### src/rtl/muldiv_seq_pkg.sv
// Shared encodings for the HI/LO multiply/divide unit: op codes, FSM states and helpers.
// Also carries the execute-stage aluop type that sits alongside the mult/div codes.
package muldiv_seq_pkg;

   typedef enum logic [3:0] {
      ALUOP_ADD = 4'd0,
      ALUOP_SUB = 4'd1,
      ALUOP_AND = 4'd2,
      ALUOP_OR  = 4'd3,
      ALUOP_XOR = 4'd4,
      ALUOP_SLT = 4'd5,
      ALUOP_MFHI = 4'd6,
      ALUOP_MFLO = 4'd7
   } aluop_e;

   localparam logic [1:0] MULDIV_OP_MULT  = 2'b00;
   localparam logic [1:0] MULDIV_OP_MULTU = 2'b01;
   localparam logic [1:0] MULDIV_OP_DIV   = 2'b10;
   localparam logic [1:0] MULDIV_OP_DIVU  = 2'b11;

   typedef enum logic [1:0] {
      MULDIV_ST_IDLE = 2'd0,
      MULDIV_ST_CALC = 2'd1,
      MULDIV_ST_FIN  = 2'd2
   } muldiv_st_e;

   localparam int MULDIV_ITERS = 32;

   function automatic logic op_is_div(input logic [1:0] op);
      return op[1];
   endfunction

   function automatic logic op_is_signed(input logic [1:0] op);
      return ~op[0];
   endfunction

   function automatic logic [31:0] mag32(input logic [31:0] v, input logic sgn);
      return (sgn && v[31]) ? -v : v;
   endfunction

endpackage

### src/rtl/muldiv_seq_if.sv
// Issue/MTHI/MTLO bus between the pipeline and the mult/div unit.
interface muldiv_seq_if;
   logic        start;
   logic [1:0]  op;
   logic [31:0] src_a;
   logic [31:0] src_b;
   logic        flush;
   logic        mthi_we;
   logic        mtlo_we;
   logic [31:0] wdata;
   logic        busy;
   logic        done;
   logic [31:0] hi_data;
   logic [31:0] lo_data;

   modport master (
      output start, op, src_a, src_b, flush, mthi_we, mtlo_we, wdata,
      input  busy, done, hi_data, lo_data
   );

   modport slave (
      input  start, op, src_a, src_b, flush, mthi_we, mtlo_we, wdata,
      output busy, done, hi_data, lo_data
   );
endinterface

### src/rtl/muldiv_step.sv
// One radix-2 iteration on magnitudes: shift-add multiply or restoring divide.
module muldiv_step (
   input  logic        i_is_div,
   input  logic [32:0] i_acc,
   input  logic [31:0] i_q,
   input  logic [31:0] i_b,
   output logic [32:0] o_acc,
   output logic [31:0] o_q
);
   logic [32:0] w_sum;
   logic [32:0] w_shifted;
   logic [33:0] w_diff;

   always_comb begin
      w_sum     = i_acc + (i_q[0] ? {1'b0, i_b} : 33'd0);
      w_shifted = {i_acc[31:0], i_q[31]};
      w_diff    = {1'b0, w_shifted} - {2'b00, i_b};
      if (i_is_div) begin
         // Borrow clear means the divisor fits: keep the difference, quotient bit 1.
         if (!w_diff[33]) begin
            o_acc = w_diff[32:0];
            o_q   = {i_q[30:0], 1'b1};
         end else begin
            o_acc = w_shifted;
            o_q   = {i_q[30:0], 1'b0};
         end
      end else begin
         o_acc = {1'b0, w_sum[32:1]};
         o_q   = {w_sum[0], i_q[31:1]};
      end
   end
endmodule

### src/rtl/muldiv_seq.sv
// Sequential MULT/MULTU/DIV/DIVU unit owning HI/LO; 33-cycle iterative path.
// Define MULDIV_FAST_MULT_EN for single-cycle multiplies (divides stay iterative).
module muldiv_seq
   import muldiv_seq_pkg::*;
(
   input  logic         clk,
   input  logic         rst_n,
   muldiv_seq_if.slave  bus
);
   muldiv_st_e  r_state;
   muldiv_st_e  w_state_next;
   logic [4:0]  r_cnt;
   logic [1:0]  r_op;
   logic [31:0] r_a;
   logic [31:0] r_b;
   logic [32:0] r_acc;
   logic [31:0] r_q;
   logic [31:0] r_hi;
   logic [31:0] r_lo;
   logic        r_done;
   logic        w_accept;
   logic        w_finish;
   logic [32:0] w_step_acc;
   logic [31:0] w_step_q;
   logic [31:0] w_res_hi;
   logic [31:0] w_res_lo;
   logic [63:0] w_prod;
   logic        w_sgn;
   logic        w_neg_q;
`ifdef MULDIV_FAST_MULT_EN
   logic [63:0] w_fast_prod;
   logic        w_in_sgn;

   always_comb begin
      w_in_sgn    = op_is_signed(bus.op);
      w_fast_prod = {{32{w_in_sgn & bus.src_a[31]}}, bus.src_a}
                  * {{32{w_in_sgn & bus.src_b[31]}}, bus.src_b};
   end
`endif

   muldiv_step u_step (
      .i_is_div (op_is_div(r_op)),
      .i_acc    (r_acc),
      .i_q      (r_q),
      .i_b      (mag32(r_b, op_is_signed(r_op))),
      .o_acc    (w_step_acc),
      .o_q      (w_step_q)
   );

   always_ff @(posedge clk or negedge rst_n) begin
      if (!rst_n) r_state <= MULDIV_ST_IDLE;
      else        r_state <= w_state_next;
   end

   always_comb begin
      w_state_next = r_state;
      w_accept     = 1'b0;
      w_finish     = 1'b0;
      case (r_state)
         MULDIV_ST_IDLE: begin
            if (bus.start && !bus.flush) begin
               w_accept = 1'b1;
`ifdef MULDIV_FAST_MULT_EN
               w_state_next = op_is_div(bus.op) ? MULDIV_ST_CALC : MULDIV_ST_FIN;
`else
               w_state_next = MULDIV_ST_CALC;
`endif
            end
         end
         MULDIV_ST_CALC: begin
            if (bus.flush)
               w_state_next = MULDIV_ST_IDLE;
            else if (r_cnt == 5'(MULDIV_ITERS - 1))
               w_state_next = MULDIV_ST_FIN;
         end
         MULDIV_ST_FIN: begin
            w_state_next = MULDIV_ST_IDLE;
            w_finish     = !bus.flush;
         end
         default: w_state_next = MULDIV_ST_IDLE;
      endcase
   end

   // Sign fixup: iterations run on magnitudes, signs are restored here.
   always_comb begin
      w_sgn   = op_is_signed(r_op);
      w_neg_q = w_sgn && (r_a[31] ^ r_b[31]);
      w_prod  = {r_acc[31:0], r_q};
      if (op_is_div(r_op)) begin
         if (r_b == 32'd0) begin
            w_res_hi = r_a;
            w_res_lo = 32'hFFFF_FFFF;
         end else begin
            w_res_lo = w_neg_q ? -r_q : r_q;
            w_res_hi = (w_sgn && r_a[31]) ? -r_acc[31:0] : r_acc[31:0];
         end
      end else begin
`ifdef MULDIV_FAST_MULT_EN
         {w_res_hi, w_res_lo} = w_prod;
`else
         {w_res_hi, w_res_lo} = w_neg_q ? -w_prod : w_prod;
`endif
      end
   end

   always_ff @(posedge clk or negedge rst_n) begin
      if (!rst_n) begin
         r_cnt  <= 5'd0;
         r_op   <= 2'b00;
         r_a    <= 32'd0;
         r_b    <= 32'd0;
         r_acc  <= 33'd0;
         r_q    <= 32'd0;
         r_hi   <= 32'd0;
         r_lo   <= 32'd0;
         r_done <= 1'b0;
      end else begin
         r_done <= w_finish;
         if (w_accept) begin
            r_op  <= bus.op;
            r_a   <= bus.src_a;
            r_b   <= bus.src_b;
            r_cnt <= 5'd0;
            r_acc <= 33'd0;
            r_q   <= mag32(bus.src_a, op_is_signed(bus.op));
`ifdef MULDIV_FAST_MULT_EN
            if (!op_is_div(bus.op)) begin
               r_acc <= {1'b0, w_fast_prod[63:32]};
               r_q   <= w_fast_prod[31:0];
            end
`endif
         end
         if (r_state == MULDIV_ST_CALC) begin
            r_acc <= w_step_acc;
            r_q   <= w_step_q;
            r_cnt <= r_cnt + 5'd1;
         end
         if (r_state == MULDIV_ST_IDLE) begin
            if (bus.mthi_we) r_hi <= bus.wdata;
            if (bus.mtlo_we) r_lo <= bus.wdata;
         end
         if (w_finish) begin
            r_hi <= w_res_hi;
            r_lo <= w_res_lo;
         end
      end
   end

   assign bus.busy    = (r_state != MULDIV_ST_IDLE);
   assign bus.done    = r_done;
   assign bus.hi_data = r_hi;
   assign bus.lo_data = r_lo;
endmodule

### src/flat_wrapper.sv
// flat-port wrapper written by rule: the top's interface ports become plain ports
module muldiv_seq_flat import muldiv_seq_pkg::*;
  (clk, rst_n, bus_start, bus_op, bus_src_a, bus_src_b, bus_flush, bus_mthi_we, bus_mtlo_we, bus_wdata, bus_busy, bus_done, bus_hi_data, bus_lo_data);
  muldiv_seq_if bus_i ();
  input  logic clk;
  input  logic rst_n;
  input wire logic [$bits(bus_i.start)-1:0] bus_start;
  input wire logic [$bits(bus_i.op)-1:0] bus_op;
  input wire logic [$bits(bus_i.src_a)-1:0] bus_src_a;
  input wire logic [$bits(bus_i.src_b)-1:0] bus_src_b;
  input wire logic [$bits(bus_i.flush)-1:0] bus_flush;
  input wire logic [$bits(bus_i.mthi_we)-1:0] bus_mthi_we;
  input wire logic [$bits(bus_i.mtlo_we)-1:0] bus_mtlo_we;
  input wire logic [$bits(bus_i.wdata)-1:0] bus_wdata;
  output wire logic [$bits(bus_i.busy)-1:0] bus_busy;
  output wire logic [$bits(bus_i.done)-1:0] bus_done;
  output wire logic [$bits(bus_i.hi_data)-1:0] bus_hi_data;
  output wire logic [$bits(bus_i.lo_data)-1:0] bus_lo_data;
  assign bus_i.start = bus_start;
  assign bus_i.op = bus_op;
  assign bus_i.src_a = bus_src_a;
  assign bus_i.src_b = bus_src_b;
  assign bus_i.flush = bus_flush;
  assign bus_i.mthi_we = bus_mthi_we;
  assign bus_i.mtlo_we = bus_mtlo_we;
  assign bus_i.wdata = bus_wdata;
  assign bus_busy = bus_i.busy;
  assign bus_done = bus_i.done;
  assign bus_hi_data = bus_i.hi_data;
  assign bus_lo_data = bus_i.lo_data;
  muldiv_seq u_core (.clk(clk), .rst_n(rst_n), .bus(bus_i));
endmodule
### config.mk
export PLATFORM = sky130hd
export DESIGN_NAME = muldiv_seq_flat
export DESIGN_NICKNAME = d
export VERILOG_FILES = /design/src/rtl/muldiv_seq_pkg.sv /design/src/rtl/muldiv_seq_if.sv /design/src/rtl/muldiv_step.sv /design/src/rtl/muldiv_seq.sv /design/src/flat_wrapper.sv
export SDC_FILE = /design/constraint.sdc
export NUM_CORES = 1
export LEC_CHECK = 0
export CORE_MARGIN = 2
export CORE_UTILIZATION = 53
export DETAILED_ROUTE_END_ITERATION = 8
export PLACE_DENSITY = 0.75
export SYNTH_ARGS = -nofsm -noshare
export SYNTH_HDL_FRONTEND = slang
export SYNTH_SLANG_ARGS = --single-unit
### constraint.sdc
create_clock -name clk -period 5.25 [get_ports clk]
set_clock_uncertainty 0.15 [all_clocks]
set_input_delay 1.3125 -clock clk [delete_from_list [all_inputs] [get_ports clk]]
set_output_delay 1.3125 -clock clk [all_outputs]
set_load 0.005 [all_outputs]
# == Word-level counts from Yosys, hierarchy flattened ==
# Cells that the tools add are included.
# word_totals
reg_bits,203
inputBits,104
elab_cells,75
out_inout_bits,66
# op_classes
add_sub_neg,8
n_mux,33
n_bitwise,3
n_reduce_logical,16
n_eq_ne,5
# ops
cell,count
32-bit 2-to-1 mux,18
33-bit 2-to-1 mux,4
32-bit negation,4
64-bit 2-to-1 mux,1
64-bit negation,1
33-bit by 32-bit subtractor with 34-bit output,1
33-bit adder,1
32-bit logical NOT,1
5-bit 2-to-1 mux,2
2-bit nonzero test,5
2-bit 2-to-1 mux,3
2-bit AND reduction,3
"5-bit by 1-bit adder with 5-bit output, second input constant",1
"5-bit equality test, second input constant",1
1-bit logical AND,5
1-bit 2-to-1 mux,4
2-bit one-hot mux with 2 select lines,1
"3-bit by 2-bit != test with 1-bit output, second input constant",1
"2-bit by 1-bit equality test with 1-bit output, second input constant",1
"2-bit equality test, second input constant",1
2-bit logical NOT,1
"2-bit by 1-bit != test with 1-bit output, second input constant",1
1-bit NOT,2
1-bit logical NOT,1
1-bit XOR,1

# == Logic depth before layout (Yosys ltp) ==
# Gate-level depths: netlist of run 1.
# logic_depth
word_depth,7
depth_mapped,20
ltp_nobuf,18

# == Hierarchy ==
# A second synthesis of run 1 with hierarchy kept.
# unflattened
cells_unflattened,2180
hier_area_um2,17098.9
# by_module_without_submodules
mod,seq_area_each_um2,cells_per_inst,area_per_inst_um2,instances
muldiv_seq,5079.9,1500,12480.7,1
muldiv_step,0.0,680,4618.2,1

# == Least setup slack after synthesis of run 1 ==
# Ideal clock, no wire load.
# synth_path
path_kind,reg-to-reg
startpoint,reg u_core.r_b[2]
endpoint,reg u_core.r_acc[10]
t_arrival_ns,4.496
setup_time_ns,0.133
path_stages_with_launch,20
path_buffers,2
required_time_ns,4.967
period_less_slack_ns,4.779
slack_ns,0.471
cell_sequence,dfrtp_1 or3_1 or4_1 or3_1 o41ai_4 nand2_1 xnor2_1 ha_1 and3_1 nand2_1 nor4_1 o211ai_1 nand3_1 a31o_2 a31oi_1 clkbuf_1 clkbuf_1 nor2_1 a21oi_1 o21ai_0
# synth_between
elab_chain_cells,6
elab_cells_between_ends,8
classes_between,add/sub: 3; mux: 5
# synth_rtl
element,line_no,source
start: declaration,muldiv_seq.sv:15,logic [31:0] r_b;
start signal: assignment,muldiv_seq.sv:122,r_b <= bus.src_b;
32-bit negation,muldiv_seq_pkg.sv:38,return (sgn && v[31]) ? -v : v;
32-bit 2-to-1 mux (*),muldiv_seq_pkg.sv:38,
32-bit 2-to-1 mux or 33-bit by 32-bit subtractor with 34-bit output (tied branches),"muldiv_step.sv:15, muldiv_step.sv:17",
33-bit adder or 33-bit 2-to-1 mux (tied branches),"muldiv_step.sv:15, muldiv_step.sv:20",
33-bit 2-to-1 mux (*),muldiv_step.sv:18,if (i_is_div) begin
33-bit 2-to-1 mux (*),muldiv_seq.sv:133,if (r_state == MULDIV_ST_CALC) begin
end signal: assignment,muldiv_seq.sv:134,r_acc <= w_step_acc;
end: declaration,muldiv_seq.sv:16,logic [32:0] r_acc;
# Every way passes the cells marked *; elsewhere a longest branch is shown, timed or not.
# A chain may end at the register's enable or synchronous reset.

# == Worst setup path after layout of run 1 ==
# layout_path
startpoint,reg u_core.r_b[2]
endpoint,reg u_core.r_acc[29]
# Same word-level chain as after synthesis.

==> results of run 1 <==
## registers in the layout (all words and copies together), names as in the netlist
signal              flops
u_core.r_state          2
u_core.bus.done         1
u_core.bus.hi_data     32
u_core.r_cnt            5
u_core.r_acc           33
u_core.r_a             32
u_core.bus.lo_data     32
u_core.r_op             2
u_core.r_q             32
u_core.r_b             32
## synth_stat cells (38+ instances only)
| cell | count |
|---|---|
| a21oi_1 | 145 |
| clkbuf_1 | 123 |
| dfrtp_1 | 203 |
| ha_1 | 70 |
| mux2i_1 | 71 |
| nand2_1 | 368 |
| nor2_1 | 187 |
| nor3_1 | 38 |
| o21ai_0 | 162 |
| o31ai_1 | 38 |
| xnor2_1 | 105 |
| xor2_1 | 91 |
## power by group through the flow
stage	Sequential (mW)	Clock, mW	Combinational [mW]
after CTS	2.65	1.87	5.34
after global routing	2.73	1.93	5.99
after global placement	2.66	0	5.22
after detailed placement	2.68	0	5.30
after floorplan	2.26	0	3.97
final	2.69	1.85	5.47
## final cells by class
| class | count | area (um^2) | share of cell area (%) |
|---|---|---|---|
| flip-flops and latches | 203 | 5081 | 26.26 |
| inverters | 32 | 120.1 | 0.6208 |
| repair buffers | 217 | 2106 | 10.88 |
| well taps | 396 | 495.5 | 2.561 |
| multi-input cells | 1700 | 10670 | 55.12 |
| clock inverters | 13 | 125.1 | 0.6466 |
| clock buffers | 35 | 755.7 | 3.906 |
## critical path, stage by stage, from the launching register on
cell and delay (ns):
dfrtp_1 0.42, or3_1 0.41, or4_1 0.48, or3_4 0.44, o41ai_4 0.34, nand2_1 0.11, xnor2_1 0.16, ha_2 0.40
and3_1 0.19, nand2_1 0.09, nor4_2 0.31, o211ai_1 0.17, nand3_1 0.23, a31o_4 0.24, a31oi_4 0.15, buf_12 0.20
a32oi_1 0.18, o21ai_0 0.11, a21o_1 0.18
## logic make-up after synthesis
group                    count (synthesis)  share of synthesized area (%)
AND/OR/NAND/NOR                        772                          21.15
AO/OA/AOI/OAI                          589                          23.13
flip-flops                             203                          31.07
XOR/XNOR                               196                          10.50
buffers and inverters                  177                          4.194
adder cells (fa/ha/maj)                 72                          5.602
multiplexers                            71                          4.347
## routing by layer
metal | up-vias | routed length, um | GRT usage, %
met1 | 7959 | 25140 | 49.91
met3 | 120 | 5544 | 7.314
li1 | 7613 | - | -
met4 | 0 | 1734 | 9.886
met5 | - | 0 | 0
met2 | 765 | 24780 | 52.28
## metrics by stage
step | cells | TNS (ns) | instance area (um^2) | worst slack, ns
5_1_grt | 2596 | -0.07825 | 19350 | -0.02690
3_5_place_dp | 2544 | 0 | 18400 | 0.09371
6_report | 2596 | 0 | 19350 | 0.1744
2_1_floorplan | 2080 | 0 | 16350 | 0.4707
4_1_cts | 2592 | 0 | 19280 | 0.05408
3_3_place_gp | 2544 | 0 | 18400 | 0.2317
## final timing paths
kind / startpoint / end / slack [ns] / cells after the start
worst min register to register: u_core.r_a[25]$_DFFE_PN0P_ / u_core.r_a[25]$_DFFE_PN0P_ / 0.33 / 2
worst max register to register: u_core.r_b[2]$_DFFE_PN0P_ / u_core.r_acc[29]$_DFFE_PN0P_ / 0.17 / 18
worst max-delay path: u_core.r_b[2]$_DFFE_PN0P_ / u_core.r_acc[29]$_DFFE_PN0P_ / 0.17 / 18
max in group asynchronous: rst_n / u_core.bus.lo_data[28]$_DFFE_PN0P_ / 3.23 / 2
min in group asynchronous: rst_n / u_core.r_b[5]$_DFFE_PN0P_ / 0.70 / 1
worst min-delay path: u_core.r_a[25]$_DFFE_PN0P_ / u_core.r_a[25]$_DFFE_PN0P_ / 0.33 / 2
## repair_timing
action                     in CTS  in global routing
buffers inserted                0                  4
gates resized for setup         0                  9
setup endpoints to repair       0                 34
==> summary.md, run 1 <==
| Metric | Value |
|---|---|
| GRT overflow | `0` |
| Period minus WS final | `5.076 ns` |
| Setup violators final | `0` |
| Port bufs | `169` |
| Most frequent cells in the layout | `367 x nand2_1, 202 x dfrtp_1, 184 x nor2_1, 168 x clkdlybuf4s50_1, 160 x o21ai_0` |
| Post-synth top area cell | `dfrtp_1` |
| Number of global-route vias before repair | `15,690` |
| CP Class | `flip-flop to flip-flop` |
| Final period utilization | `96.68%` |
| Seq pwr share | `26.9%` |
| Post-synthesis register bit count | `203` |
| Hold Vio Cnt, Final | `0` |
| P_sw | `4.663 mW` |
| P_int | `5.344 mW` |
| WHS | `0.3268 ns` |
| Residual DRC count | `0` |
| Status | `finished, final reports clean` |
| CTS Buf Count | `26` |
| Leak | `8.468 nW` |
| Worst vdd ir | `350.9 uV` |
| DR vias | `16,460` |
| Starting Density | `53.59%` |
| Fill count | `2,715` |
| Fmax | `0.1970 GHz` |
| GRT Util Overall | `34.57%` |
| Vias per cell | `6.339` |
| Required time of the critical path | `5.54 ns` |
| Layout cell share with drive strength beyond 1 | `6.182%` |
| CP endpoint kind | `flip-flop` |
| Largest fanout on the critical path | `21` |
| # diodes | `0` |
| Synthesized area per cell | `7.860 um^2` |
| CORE AREA | `30,510 um^2` |
| H-tree Lvls | `1` |
| Total clock sinks | `203` |
| Area of the mapped netlist | `16,350 um^2` |
| Synth unique cells | `74` |
| Clock-pin slew on the worst setup and hold paths | `0.06 ns` |
| Max cap viols | `0` |
| Mapped Cells | `2,080` |
| First DRT Iteration DRCs | `1,812` |
| DRT Pass-1 Iters | `8` |
| CTS tree | `yes` |
| Initial antenna violation count | `1` |
| Max clock buf depth | `3` |
| Die height | `179.6 um` |
| Worst path arrival time | `5.36 ns` |
| Fraction of registers with async set/reset | `100.0%` |
| Hold Path Class | `flip-flop to flip-flop` |
| Syn nets | `2,256` |
| Combinational Power Share | `54.6%` |
| CTS Hold Bufs | `0` |
| Gpl congestion | `0.9633` |
| Post-DP HPWL | `42,590 um` |
| Sw Ratio | `46.60%` |
| Clock share of power | `18.5%` |
| Number of flops mapped to enable cells by yosys | `0` |
| Die W | `179.6 um` |
| Sequential area share after synthesis | `31.07%` |
| Die footprint | `32,270 um^2` |
| Worst rel slew slack | `22.58%` |
| Post-layout util | `63.42%` |
| Ranking of synthesized cells by area | `dfrtp_1 31%, nand2_1 8.4%, xnor2_1 5.6%` |
| Yosys Warn Count | `0` |
| Row cnt | `64` |
| Worst-Skew Late Latency | `0.55 ns` |
| Fin nets | `2,356` |
| Top cell type's share of synthesized area | `31.07%` |
| Top FF cell, synth | `dfrtp_1` |
| Crit start category | `flip-flop` |
| Slew @ Worst Pin | `1.160 ns` |
| Largest net degree at the start of global routing | `93` |
| CTS root buf | `clkbuf_16` |
| I/O pins | `170` |
| Most common cell after layout, fill and taps aside | `nand2_1` |
| Max Slew Vio Count | `0` |
| Layout overhead on the synthesized area | `18.35%` |
| WL final | `57,190 um` |
| Final ANT Viol Nets | `0` |
| DR WL/cell | `22.03 um` |
| First-pass GRT wire length | `90,110 um` |
| Total power | `10.01 mW` |
| Power Density | `517.1 nW/um^2` |
Note: power is estimated with default switching activity, not from simulation.
==> run 2, diff against run 1 <==
- TNS_END_PERCENT: not set -> 1
- clock period: 5.25 -> 5.5 ns (I/O delays scaled with it)
==> summary.md, run 2 (synthesized netlist as in run 1, its figures left out) <==
| Metric | Value |
|---|---|
| Status | `finished, final reports clean` |
| Period minus WS final | `5.142 ns (+0.06634 ns)` |
| Number of global-route vias before repair | `15,200 (-3.1%)` |
| Final instance area | `19,320 um^2 (-0.17%)` |
| Row cnt | `64 (unchanged)` |
| Max cap viols | `0 (unchanged)` |
| GRT Util Overall | `33.55% (-1.0 points)` |
| Die W | `179.6 um (unchanged)` |
| Worst vdd ir | `268.4 uV (-24%)` |
| Layout overhead on the synthesized area | `18.14%` |
| CP max-delay cell | `or3_1` |
| Largest register FFs | `33 (unchanged)` |
| Largest net degree at the start of global routing | `139 (+49%)` |
| Dpl ws | `0.2903 ns (+0.1966 ns)` |
| Most common cell after layout, fill and taps aside | `nand2_1` |
| CTS root buf | `clkbuf_16` |
| Final WS setup | `0.3581 ns (+0.1837 ns)` |
| CTS tree | `yes` |
| WL final | `55,470 um (-3.0%)` |
| First-pass GRT wire length | `87,510 um (-2.9%)` |
| Reg with most FFs | `u_core.r_acc` |
| First DRT Iteration DRCs | `1,824 (+0.66%)` |
| Starting Density | `53.59% (unchanged)` |
| Worst rel slew slack | `9.085% (-13 points)` |
| Crit start category | `flip-flop` |
| Required time of the critical path | `5.76 ns (+0.22 ns)` |
| Fmax | `0.1945 GHz (-1.3%)` |
| Hold Vio Cnt, Final | `0 (unchanged)` |
| Placed cell area | `18,320 um^2 (-0.42%)` |
| Initial antenna violation count | `0 (-1)` |
| Worst-Skew Late Latency | `0.54 ns (about the same)` |
| CTS Buf Count | `26 (unchanged)` |
| Total power | `9.583 mW (-4.2%)` |
| Clock-pin slew on the worst setup and hold paths | `0.06 ns (about the same)` |
| Residual DRC count | `0 (unchanged)` |
| DR WL/cell | `21.45 um (-2.6%)` |
| Most frequent cells in the layout | `367 x nand2_1, 202 x dfrtp_1, 184 x nor2_1, 168 x clkdlybuf4s50_1, 162 x o21ai_0` |
| CP endpoint kind | `flip-flop` |
| Total clock sinks | `203 (unchanged)` |
| GRT overflow | `0 (unchanged)` |
| DR vias | `16,320 (-0.84%)` |
| Vias per cell | `6.310 (-0.46%)` |
| Hold path depth | `2 (unchanged)` |
| Worst stage delay on the critical path | `0.48 ns (about the same)` |
| Fin nets | `2,346 (-0.42%)` |
| Die footprint | `32,270 um^2 (unchanged)` |
| Fill count | `2,698 (-0.63%)` |
| Post-layout util | `63.31% (-0.11 points)` |
| RSZ-0062 raised after global routing | `no` |
| DRT Pass-1 Iters | `5 (-3)` |
| Layout cell share with drive strength beyond 1 | `5.571% (-0.61 points)` |
| Die height | `179.6 um (unchanged)` |
| Max Slew Vio Count | `0 (unchanged)` |
| Setup violators final | `0 (unchanged)` |
| CORE AREA | `30,510 um^2 (unchanged)` |
| Worst path arrival time | `5.40 ns (+0.04 ns)` |
| Slew @ Worst Pin | `1.329 ns (+0.1693 ns)` |
| Reg2reg path depth | `16 (-2)` |
| Largest fanout on the critical path | `5 (-76%)` |
| Cells along the critical path | `or3_1, or4_1, or3_1, o21ai_0, xor2_1, nor2_1, ha_1, and2_1, and4_1, a211o_1, a31oi_1, o221a_2, o31ai_1, a21oi_1, xor2_1, o21ai_0` |
| I/O pins | `170 (unchanged)` |
| Power Density | `496.1 nW/um^2 (-4.1%)` |
| Max clock buf depth | `3 (unchanged)` |
| Final ANT Viol Nets | `0 (unchanged)` |
| CP Class | `flip-flop to flip-flop` |
| CTS Hold Bufs | `0 (unchanged)` |
| # diodes | `0 (unchanged)` |
| H-tree Lvls | `1 (unchanged)` |
| Hold Path Class | `flip-flop to flip-flop` |
| Gpl congestion | `0.9533 (-1.0%)` |
| Leak | `8.423 nW (-0.53%)` |
| Post-DP HPWL | `41,660 um (-2.2%)` |
| Final period utilization | `93.49% (-3.2 points)` |
| Port bufs | `169 (unchanged)` |
| Setup_tns | `0 ns (unchanged)` |
==> run 2: worst paths after layout <==
kind / from / slack (ns) / endpoint
setup reg to reg: u_core.r_b[2]$_DFFE_PN0P_ / 0.36 / u_core.r_acc[26]$_DFFE_PN0P_
min in group asynchronous: rst_n / 0.79 / u_core.r_b[1]$_DFFE_PN0P_
hold / removal: u_core.r_a[22]$_DFFE_PN0P_ / 0.33 / u_core.r_a[22]$_DFFE_PN0P_
setup / recovery: u_core.r_b[2]$_DFFE_PN0P_ / 0.36 / u_core.r_acc[26]$_DFFE_PN0P_
max in group asynchronous: rst_n / 3.29 / u_core.bus.lo_data[25]$_DFFE_PN0P_
hold reg to reg: u_core.r_a[22]$_DFFE_PN0P_ / 0.33 / u_core.r_a[22]$_DFFE_PN0P_
==> run 2: power by group <==
| part | switching [mW] | internal (mW) | total (mW) |
|---|---|---|---|
| clock | 0.715 | 1.20 | 1.92 |
| combinational | 2.97 | 2.15 | 5.12 |
| sequential | 0.707 | 1.84 | 2.55 |
| total | 4.39 | 5.19 | 9.58 |
==> run 2: per-stage QoR <==
stage,std cells,hold slack [ns]
global route,2586,0.3543
detailed placement,2536,0.3160
finish,2586,0.3271
CTS,2584,0.3303
floorplan,2080,0.2915
global placement,2536,0.3130
==> run 2: area by class of cell <==
cell class                      instances  area (um^2)  share of cell area (%)
Tap cell                              396        495.5                   2.565
Timing Repair Buffer                  207         2018                   10.45
Clock inverter                         13        211.5                   1.095
Inverter                               32        120.1                  0.6218
Multi-Input combinational cell       1700        10630                   55.05
Clock buffer                           35        755.7                   3.912
Sequential cell                       203         5081                   26.31
==> run 2: repair_timing <==
action,4_1_cts,5_1_grt
setup endpoints to repair,0,25
setup buffers,0,2
resized for setup,0,2
==> run 2: routing by layer <==
layer | routed length [um] | GRT usage [%]
met1 | 24440 | 49.30
met2 | 23900 | 50.34
met3 | 5535 | 6.240
met4 | 1599 | 9.659
met5 | 0 | 0
==> run 2: critical path: cells and delay by family (launching register included) <==
kind,cells,cell delay (ns)
AOI/OAI and AO/OA,7,1.63
xor gates and xnor gates,2,0.51
and+or+nand+nor,6,1.94
adders and majority gates,1,0.34
DFF,1,0.43
==> run 3, diff against run 2 <==
- ABC_AREA: not set -> 1
- PLACE_DENSITY: 0.75 -> 0.74
==> summary.md, run 3 <==
| Metric | Value |
|---|---|
| Setup violators final | `0 (unchanged)` |
| Max clock buf depth | `3 (unchanged)` |
| CP Class | `flip-flop to flip-flop` |
| Worst vdd ir | `357.7 uV (+33%)` |
| Fin nets | `3,526 (+50%)` |
| Starting Density | `53.98% (+0.40 points)` |
| Reg2reg path depth | `19 (+3)` |
| WL final | `78,570 um (+42%)` |
| Setup_tns | `0 ns (unchanged)` |
| Crit start category | `flip-flop` |
| Row cnt | `69 (+7.8%)` |
| Largest register FFs | `33 (unchanged)` |
| Post-cts resize count | `0 (unchanged)` |
| Vias per cell | `5.890 (-6.7%)` |
| Most frequent cells in the layout | `1,117 x nand2_1, 382 x inv_1, 310 x nand3_1, 304 x nor2_1, 243 x o21ai_0` |
| Required time of the critical path | `5.75 ns (about the same)` |
| Largest net degree at the start of global routing | `101 (-27%)` |
| Worst-Skew Late Latency | `0.55 ns (about the same)` |
| Most common cell after layout, fill and taps aside | `nand2_1` |
| Gpl congestion | `1.079 (+13%)` |
| DRT Pass-1 Iters | `8 (+3)` |
| Post-CTS Setup Bufs | `0 (unchanged)` |
| DR vias | `22,540 (+38%)` |
| Reg with most FFs | `u_core.r_acc` |
| Number of global-route vias before repair | `20,630 (+36%)` |
| Number of flops mapped to enable cells by yosys | `0 (unchanged)` |
| Synth unique cells | `47 (-36%)` |
| GRT overflow | `0 (unchanged)` |
| Power Density | `513.5 nW/um^2 (+3.5%)` |
| Top cells by count, synth | `1,117 x nand2_1, 382 x inv_1, 310 x nand3_1` |
| RSZ-0062 raised after global routing | `no` |
| CTS Hold Bufs | `0 (unchanged)` |
| Most frequent cell after synthesis | `nand2_1` |
| Worst path arrival time | `5.04 ns (-0.36 ns)` |
| Crit path from | `u_core.r_b[2]$_DFFE_PN0P_` |
| Layout cell share with drive strength beyond 1 | `3.655% (-1.9 points)` |
| Syn nets | `3,421 (+52%)` |
| Final period utilization | `87.14% (-6.3 points)` |
| First DRT Iteration DRCs | `2,549 (+40%)` |
| First-pass GRT wire length | `119,100 um (+36%)` |
| Total clock sinks | `203 (unchanged)` |
| CTS Buf Count | `25 (-3.8%)` |
| DR WL/cell | `20.54 um (-4.3%)` |
| Post-synth top area cell | `dfrtp_1` |
| CORE AREA | `35,740 um^2 (+17%)` |
| RR Endpoint | `u_core.r_q[0]$_DFFE_PN0P_` |
| Hold Vio Cnt, Final | `0 (unchanged)` |
| Largest fanout on the critical path | `33 (+28)` |
| Fmax | `0.2086 GHz (+7.3%)` |
| Yosys Warn Count | `0 (unchanged)` |
| Top cell type's share of synthesized area | `26.33% (-4.7 points)` |
| Layout overhead on the synthesized area | `14.56%` |
| Hold path depth | `1 (-1)` |
| Hold Path Class | `flip-flop to flip-flop` |
| Sequential area share after synthesis | `26.33% (-4.7 points)` |
| Period minus WS final | `4.793 ns (-0.3492 ns)` |
| Post-DP HPWL | `61,460 um (+48%)` |
| Fraction of registers with async set/reset | `100.0% (unchanged)` |
| # diodes | `0 (unchanged)` |
| CTS tree | `yes` |
| Post-synthesis register bit count | `203 (unchanged)` |
| Die W | `194.8 um (+8.4%)` |
| Final ANT Viol Nets | `0 (unchanged)` |
| Ranking of synthesized cells by area | `dfrtp_1 26%, nand2_1 22%, nand3_1 8.0%` |
| Worst r2r src | `u_core.r_b[2]$_DFFE_PN0P_` |
| Port bufs | `169 (unchanged)` |
| Clock-pin slew on the worst setup and hold paths | `0.06 ns (about the same)` |
| GRT Util Overall | `40.73% (+7.2 points)` |
| Synthesized area per cell | `5.946 um^2 (-24%)` |
| H-tree Lvls | `1 (unchanged)` |
| Slew @ Worst Pin | `1.028 ns (-0.3012 ns)` |
| WHS | `0.3174 ns (-0.009629 ns)` |
| CP endpoint kind | `flip-flop` |
| I/O pins | `170 (unchanged)` |
| Residual DRC count | `0 (unchanged)` |
| Fill count | `3,386 (+26%)` |
| Die height | `194.8 um (+8.4%)` |
| Worst rel slew slack | `31.29% (+22 points)` |
| FF-to-FF setup slack | `0.71 ns (+0.35 ns)` |
| CTS root buf | `clkbuf_16` |
| Initial antenna violation count | `1 (+1)` |
| Mapped Cells | `3,245 (+56%)` |
| Top FF cell, synth | `dfrtp_1` |
| Max cap viols | `0 (unchanged)` |
| Hold path startpoint | `u_core.r_cnt[3]$_DFFE_PN0P_` |
| Max Slew Vio Count | `0 (unchanged)` |
| Leak | `11.15 nW (+32%)` |
| Worst Hold End | `u_core.r_cnt[3]$_DFFE_PN0P_` |
| Status | `finished, final reports clean` |
| Area of the mapped netlist | `19,290 um^2 (+18%)` |
| Die footprint | `37,950 um^2 (+18%)` |
## run 3: cell types whose count changed after synthesis, sizes merged, moves of 27 or more
cell and delta:
mux2i -71, xnor2 -90, o21ai +123, nor2 +133, nand3 +281, nand2 +754
or3 -27, o31ai -35, inv +365, clkbuf -57, a21o -32, nand4 +27
## run 3: metal layers
layer / wire, um / up-vias / track usage [%]
li1: - / 10610 / -
met1: 33240 / 10380 / 57.99
met2: 31170 / 1387 / 56.76
met3: 11310 / 163 / 15.22
met4: 2834 / 2 / 12.67
met5: 12 / - / 0
## run 3: power by group
part | switching [mW] | internal, mW | total, mW
Combinational | 4.78 | 2.24 | 7.02
Clock | 0.689 | 1.05 | 1.74
Sequential | 0.741 | 1.85 | 2.59
Total | 6.21 | 5.14 | 11.3
## run 3: how the worst max path moves through the flow
stage	end	slack, ns	cells past startpoint
after floorplan	u_core.r_acc[19]$_DFFE_PN0P_	2.22	26
after CTS	u_core.r_acc[25]$_DFFE_PN0P_	0.89	23
after global routing	u_core.r_acc[25]$_DFFE_PN0P_	0.35	23
after global placement	u_core.r_acc[19]$_DFFE_PN0P_	1.06	23
after detailed placement	u_core.r_acc[25]$_DFFE_PN0P_	0.91	23
final	u_core.r_q[0]$_DFFE_PN0P_	0.71	19
## run 3: area by class of cell
type	instances	area (um^2)	share of cell area, %
multi-input combinational	2528	12220	55.28
sequential	203	5081	22.99
timing repair buffer	192	1881	8.508
inverter	400	1501	6.793
clock buffer	29	660.6	2.989
tap	461	576.8	2.610
clock inverter	13	185.2	0.8378
## run 3: logic make-up (layout without fill, tap and decap cells)
family | after synthesis | in the layout | share of synthesized area, %
AO/OA/AOI/OAI | 483 | 483 | 13.44
XOR/XNOR | 104 | 104 | 4.721
adder cells (fa/ha/maj) | 72 | 72 | 4.747
buffers and inverters | 514 | 634 | 10.48
flip-flops | 203 | 203 | 26.33
AND/OR/NAND/NOR | 1869 | 1869 | 40.28
## run 3: worst max-delay path, stage by stage, from the launching register on
cell     delay, ns
dfrtp_1       0.44
nor3_2        0.30
nand4_1       0.22
nor2_2        0.22
inv_1         0.09
o21ai_0       0.25
xor2_1        0.52
ha_1          0.39
nand2_1       0.17
inv_1         0.06
nand2_1       0.06
nand2_1       0.06
a21oi_1       0.24
nand2_2       0.11
nand2_2       0.35
nand2_4       0.36
nand2_2       0.34
o21ai_0       0.14
nand2_1       0.09
nand3_1       0.09
## run 3: metrics by stage
stage          util (%)  cell area, um^2  worst slack (ns)  std cells  power (mW)
6_report          61.84            22100            0.7073       3826       11.35
2_1_floorplan         -            19290             2.220       3245       6.899
3_5_place_dp      59.48            21260            0.9052       3784       9.237
4_1_cts           61.84            22100            0.8851       3826       11.00
5_1_grt           61.84            22100            0.3482       3826       12.09
3_3_place_gp      59.48            21260             1.063       3784       9.143
